`config.mk`:
```
export PLATFORM = sky130hd
export DESIGN_NAME = uart_tx_scheduler
export DESIGN_NICKNAME = d
export VERILOG_FILES = /design/src/rtl/uart_tx_scheduler.sv
export SDC_FILE = /design/constraint.sdc
export NUM_CORES = 1
export LEC_CHECK = 0
export CAP_MARGIN = 20
export CORE_ASPECT_RATIO = 1.25
export CORE_MARGIN = 5
export CORE_UTILIZATION = 40
export CTS_CLUSTER_SIZE = 10
export DETAILED_ROUTE_END_ITERATION = 8
export PLACE_DENSITY = 0.68
export SLEW_MARGIN = 20
export SYNTH_ARGS = -nofsm -noshare
export SYNTH_HDL_FRONTEND = slang
export SYNTH_SLANG_ARGS = --single-unit
```
`constraint.sdc`:
```
create_clock -name clk -period 2.7 [get_ports clk]
set_input_delay 0.27 -clock clk [delete_from_list [all_inputs] [get_ports clk]]
set_output_delay 0.27 -clock clk [all_outputs]
set_load 0.02 [all_outputs]
```
`src/rtl/uart_tx_scheduler.sv`:
```
// Round-robin owner-per-burst scheduler in front of a single UART transmitter.
// An inter-byte watchdog revokes the grant of an owner that stalls mid-burst.
module uart_tx_scheduler #(
    parameter int NUM_REQ = 4,
    parameter int MAX_GAP = 64,
    parameter int ID_W    = $clog2(NUM_REQ)
) (
    input  logic                 clk,
    input  logic                 rst,
    input  logic [NUM_REQ-1:0]   req_valid,
    input  logic [8*NUM_REQ-1:0] req_data,
    input  logic [NUM_REQ-1:0]   req_last,
    output logic [NUM_REQ-1:0]   req_ready,
    output logic                 uart_send,
    output logic [7:0]           uart_dintx,
    input  logic                 uart_donetx,
    output logic [ID_W-1:0]      grant_id,
    output logic                 busy,
    output logic                 gap_err
);

    localparam int GW = $clog2(MAX_GAP + 1);

    localparam logic [1:0] ST_IDLE = 2'd0;
    localparam logic [1:0] ST_SEND = 2'd1;
    localparam logic [1:0] ST_WAIT = 2'd2;
    localparam logic [1:0] ST_HOLD = 2'd3;

    logic [1:0]               state;
    logic [ID_W-1:0]          last_grant;
    logic [ID_W-1:0]          winner;
    logic [ID_W-1:0]          cand;
    logic [ID_W-1:0]          sel;
    logic                     found;
    logic                     accept;
    logic                     last_q;
    logic [GW-1:0]            gap_cnt;
    logic [NUM_REQ-1:0][7:0]  data_arr;

    assign data_arr = req_data;

    // Search starts just after the last released owner, so it gets lowest priority.
    always_comb begin
        found  = 1'b0;
        winner = last_grant;
        cand   = '0;
        for (int k = 1; k <= NUM_REQ; k++) begin
            cand = ID_W'((int'(last_grant) + k) % NUM_REQ);
            if (!found && req_valid[cand]) begin
                found  = 1'b1;
                winner = cand;
            end
        end
    end

    always_comb begin
        req_ready = '0;
        case (state)
            ST_IDLE: if (found) req_ready[winner] = 1'b1;
            ST_HOLD: req_ready[grant_id] = req_valid[grant_id];
            default: req_ready = '0;
        endcase
    end

    assign sel    = (state == ST_IDLE) ? winner : grant_id;
    assign accept = |(req_valid & req_ready);

    always_ff @(posedge clk or negedge rst) begin
        if (!rst) begin
            state      <= ST_IDLE;
            last_grant <= ID_W'(NUM_REQ - 1);
            grant_id   <= '0;
            busy       <= 1'b0;
            gap_err    <= 1'b0;
            uart_send  <= 1'b0;
            uart_dintx <= 8'h00;
            last_q     <= 1'b0;
            gap_cnt    <= '0;
        end else begin
            uart_send <= 1'b0;
            gap_err   <= 1'b0;
            case (state)
                ST_IDLE, ST_HOLD: begin
                    // An accept in the expiry cycle wins over the watchdog.
                    if (accept) begin
                        uart_dintx <= data_arr[sel];
                        last_q     <= req_last[sel];
                        grant_id   <= sel;
                        busy       <= 1'b1;
                        uart_send  <= 1'b1;
                        state      <= ST_SEND;
                    end else if (state == ST_HOLD) begin
                        if (gap_cnt == GW'(MAX_GAP - 1)) begin
                            gap_err    <= 1'b1;
                            last_grant <= grant_id;
                            busy       <= 1'b0;
                            state      <= ST_IDLE;
                        end else begin
                            gap_cnt <= gap_cnt + GW'(1);
                        end
                    end
                end
                ST_SEND: state <= ST_WAIT;
                ST_WAIT: begin
                    if (uart_donetx) begin
                        if (last_q) begin
                            last_grant <= grant_id;
                            busy       <= 1'b0;
                            state      <= ST_IDLE;
                        end else begin
                            gap_cnt <= '0;
                            state   <= ST_HOLD;
                        end
                    end
                end
                default: state <= ST_IDLE;
            endcase
        end
    end

endmodule
```
==> summary.md <==
| Metric | Value |
|---|---|
| Status | complete, no violations |
| First-pass GRT wire length | 9050 um |
| Instance count on the critical path | 7 |
| Register area share after synthesis | approximately a third |
| CTS buffer count | 3 |
| DP HPWL | roughly 4300 um |
| Diodes inserted | 0 |
| DIE AREA | roughly 0.0061 mm2 |
| RePlAce Congestion | 0.835 |
| Post-synthesis cell count | 218 |
| Crit. End Element | output pin |
| Initial Util | between 40% and 50% |
| CP startpoint | state[1] |
| Gr ovfl total | 0 |
| Simple-gate share of the synthesized area | about a fifth |
| Hold-fix buffers, CTS | 0 |
| WHS | between 0.3 and 0.4 ns |
| Syn-to-layout area delta | 42.0% |
| CTS tree | built |
| Drt first pass iters | 4 |
| Total track usage | 18.0% |
| Leakage Power | 1.05 nW |
| Final hold vios | 0 |
| Reg2reg setup slack | approximately 0.22 ns |
| Sink Count | 25 |
| Hold Path Class | input port to asynchronous set/reset pin |
| Count of input and output buffers | 59 |
| Vias post-DR | 1934 |
| Min Tclk post-route | 2.55 ns |
| Adder-cell share of the synthesized area | 3.40% |
| Total Neg Setup Slack | 0 ns |
| Slew HR | 52.6% |
| CTS clk-pin slew, worst paths | 0.09 ns |
| Critical Path AT | 2.28 ns |
| Fin Clk Skew | 0.00694 ns |
| Layout Nets | between 300 and 400 |
| Worst vdd ir | 0.633 mV |
| Clk_lat worst skew | roughly 0.27 ns |
| Net count after synthesis | 266 |
| R2r worst-path depth | 8 |
| Dpl ws | -0.00331 ns |
| Pwr/cell area | 1180 mW/mm2 |
| Crit-path cells | inv_1, ha_1, nand2b_1, or2_2, or3_1, o32ai_1, clkbuf_2 |
| Async set-reset flop share out of synthesis | 100% |
| Post-synth EDFFs | 0 |
| Final Cycle Share | 94.3% |
| Most common cell after layout, fill and taps aside | clkdlybuf4s50_1 |
| Post-CTS Setup Repair Bufs | 0 |
| Netlist cell types | 51 |
| Row cnt | 27 |
| Compound-Gate Fraction of Synth Area | 35.6% |
| DRC Markers | 0 |
| Crit path required time | between 2 and 2.5 ns |
| Slew @ Worst Pin | a little over 0.7 ns |
| Crit path max-delay cell type | or3_1 |
| Worst path top cell family by delay | simple AND/OR/NAND/NOR gates |
| Crit path max fanout | 3 |
| Max Slew Vio Count | 0 |
| Initial DRC count | 91 |
| CP Buf/Inv Count | 2 |
| Critical path's largest stage delay | 0.40 ns |
| Largest family of logic cells by synthesized area | compound AO/OA/AOI/OAI gates |
| WS Path Type | register to output pin |
| Post-Route WL | 5330 um |
| Max clock buf depth | 2 |
| YS warnings | 0 |
| Crit Reg-Reg Endpoint | gap_cnt[1] |
| Most frequent cells in the layout | clkdlybuf4s50_1 (55), dfrtp_1 (23), a21oi_1 (19) |
| Mapped Area | around 0.0018 mm2 |
| Clock H-tree levels | 1 |
| Synthesis-stage register bit count | 25 |
| Chip width | a little over 70 um |
| Critical path capture point | req_ready[0] |
| IO Pins | 60 |
| Final cell count without fillers | 344 |
| FF-to-FF Start | state[1] |
| Clock root buffer | clkbuf_8 |
| Mapped Avg Cell Area | 8.44 um2 |
| Post-synth top flop | dfrtp_1 |
| Initial antenna violation count | 0 |
| Die Y | 85.8 um |
| DR vias/cell | between 5 and 6 |
| Pin count of the biggest net entering global routing | 29 |
| Via count of the first global-routing pass | 1871 |
| Detail Route Antenna Nets | 0 |
| Count of final setup violators | 0 |
| Mux cell area share after synthesis | 2.52% |
| Setup slack after layout | approximately 0.15 ns |
| Worst setup SP type | register |
| Xor/xnor share of the synthesized area | 0% |
| WL per Instance | about 15 um |
| Max-Cap Viols | 0 |
| CORE AREA | around 0.0044 mm2 |
| RSZ-0062 raised after global routing | false |
| Share of post-route cells with drive strength above 1 | 14.0% |
| Cells after DPL | 340 |
| Max Fclk | 393 MHz |
## cells by family (layout without fill, tap and decap cells)
| kind of cell | Yosys count | after routing |
|---|---|---|
| flip-flops | 25 | 25 |
| adder cells (fa/ha/maj) | 5 | 5 |
| AND/OR/NAND/NOR | 67 | 67 |
| multiplexers | 4 | 4 |
| AO/OA/AOI/OAI | 96 | 96 |
| buffers and inverters | 21 | 89 |
## per-layer routing
layer	global-route usage [%]	vias up	wire length (um)
met5	0	-	0
met4	5.81	0	92
met3	0.469	7	199
met2	30.8	54	2630
met1	24.6	905	2410
li1	-	968	-
## per-stage QoR
stage                     util (%)  total power [W]  area [um2]
after floorplan                  -          0.00211        1840
after global placement        58.2          0.00283        2570
after detailed placement      58.2          0.00287        2570
after CTS                     59.1          0.00309        2620
after global routing          59.1          0.00335        2610
final                         59.1          0.00308        2610
## worst min-delay path by stage
stage	start	end	slack (ns)	depth (start not counted)
5_1_grt	rst	uart_send	0.40	2
3_3_place_gp	gap_cnt[5]	gap_cnt[5]	0.49	1
2_1_floorplan	rst	busy	-0.03	0
3_5_place_dp	gap_cnt[5]	gap_cnt[5]	0.49	1
4_1_cts	rst	gap_cnt[5]	0.37	2
6_report	rst	last_q	0.36	2
## cells in the mapped netlist (all sizes together) (2+ instances only)
library cell | number | area share [%]
o31ai | 6 | 2.7
nor2b | 2 | 0.68
buf | 5 | 1.7
nand2b | 7 | 2.4
nand4 | 2 | 0.68
dfrtp | 23 | 31
a21oi | 19 | 5.2
dfstp | 2 | 2.9
o21ai | 16 | 4.6
inv | 8 | 1.6
nor3 | 2 | 0.54
nand2 | 18 | 3.7
or3 | 3 | 1.0
o32ai | 3 | 1.8
o22ai | 17 | 5.8
nand3b | 2 | 0.82
mux2 | 2 | 1.2
a211oi | 17 | 6.9
a21boi | 2 | 0.82
ha | 5 | 3.4
a21o | 3 | 1.2
o31a | 2 | 0.95
or2 | 4 | 1.4
nor2 | 17 | 3.6
mux2i | 2 | 1.3
clkbuf | 7 | 1.4
nor4 | 3 | 1.8
a31oi | 5 | 1.7
nand3 | 2 | 0.54
## what timing repair did
item | in CTS | in global routing
pin swaps | 0 | 0
resized for setup | 2 | 8
hold endpoints to repair | 0 | 0
endpoints found under the setup margin | 2 | 4
## cell type report
class                      instances  area (um2)
fill                             428        1810
multi-input combinational        172        1120
clock buffer                       4        45.0
timing repair buffer              76         713
tap                               58        72.6
sequential                        25         628
inverter                           9        33.8
## power by group
| part | total, W | switching (W) | leakage, nW | internal, W |
|---|---|---|---|---|
| clock | 0.000230 | 0.000124 | 0.0228 | 0.000106 |
| sequential | 0.000703 | 0.000151 | 0.297 | 0.000552 |
| combinational | 0.00214 | 0.00122 | 0.727 | 0.000923 |
## registers in the layout, summed over array words and instances (netlist names)
signal	flops
busy	1
gap_err	1
uart_send	1
last_q	1
last_grant	2
uart_dintx	8
state	2
gap_cnt	7
grant_id	2
(Power assumes the default switching activity.)
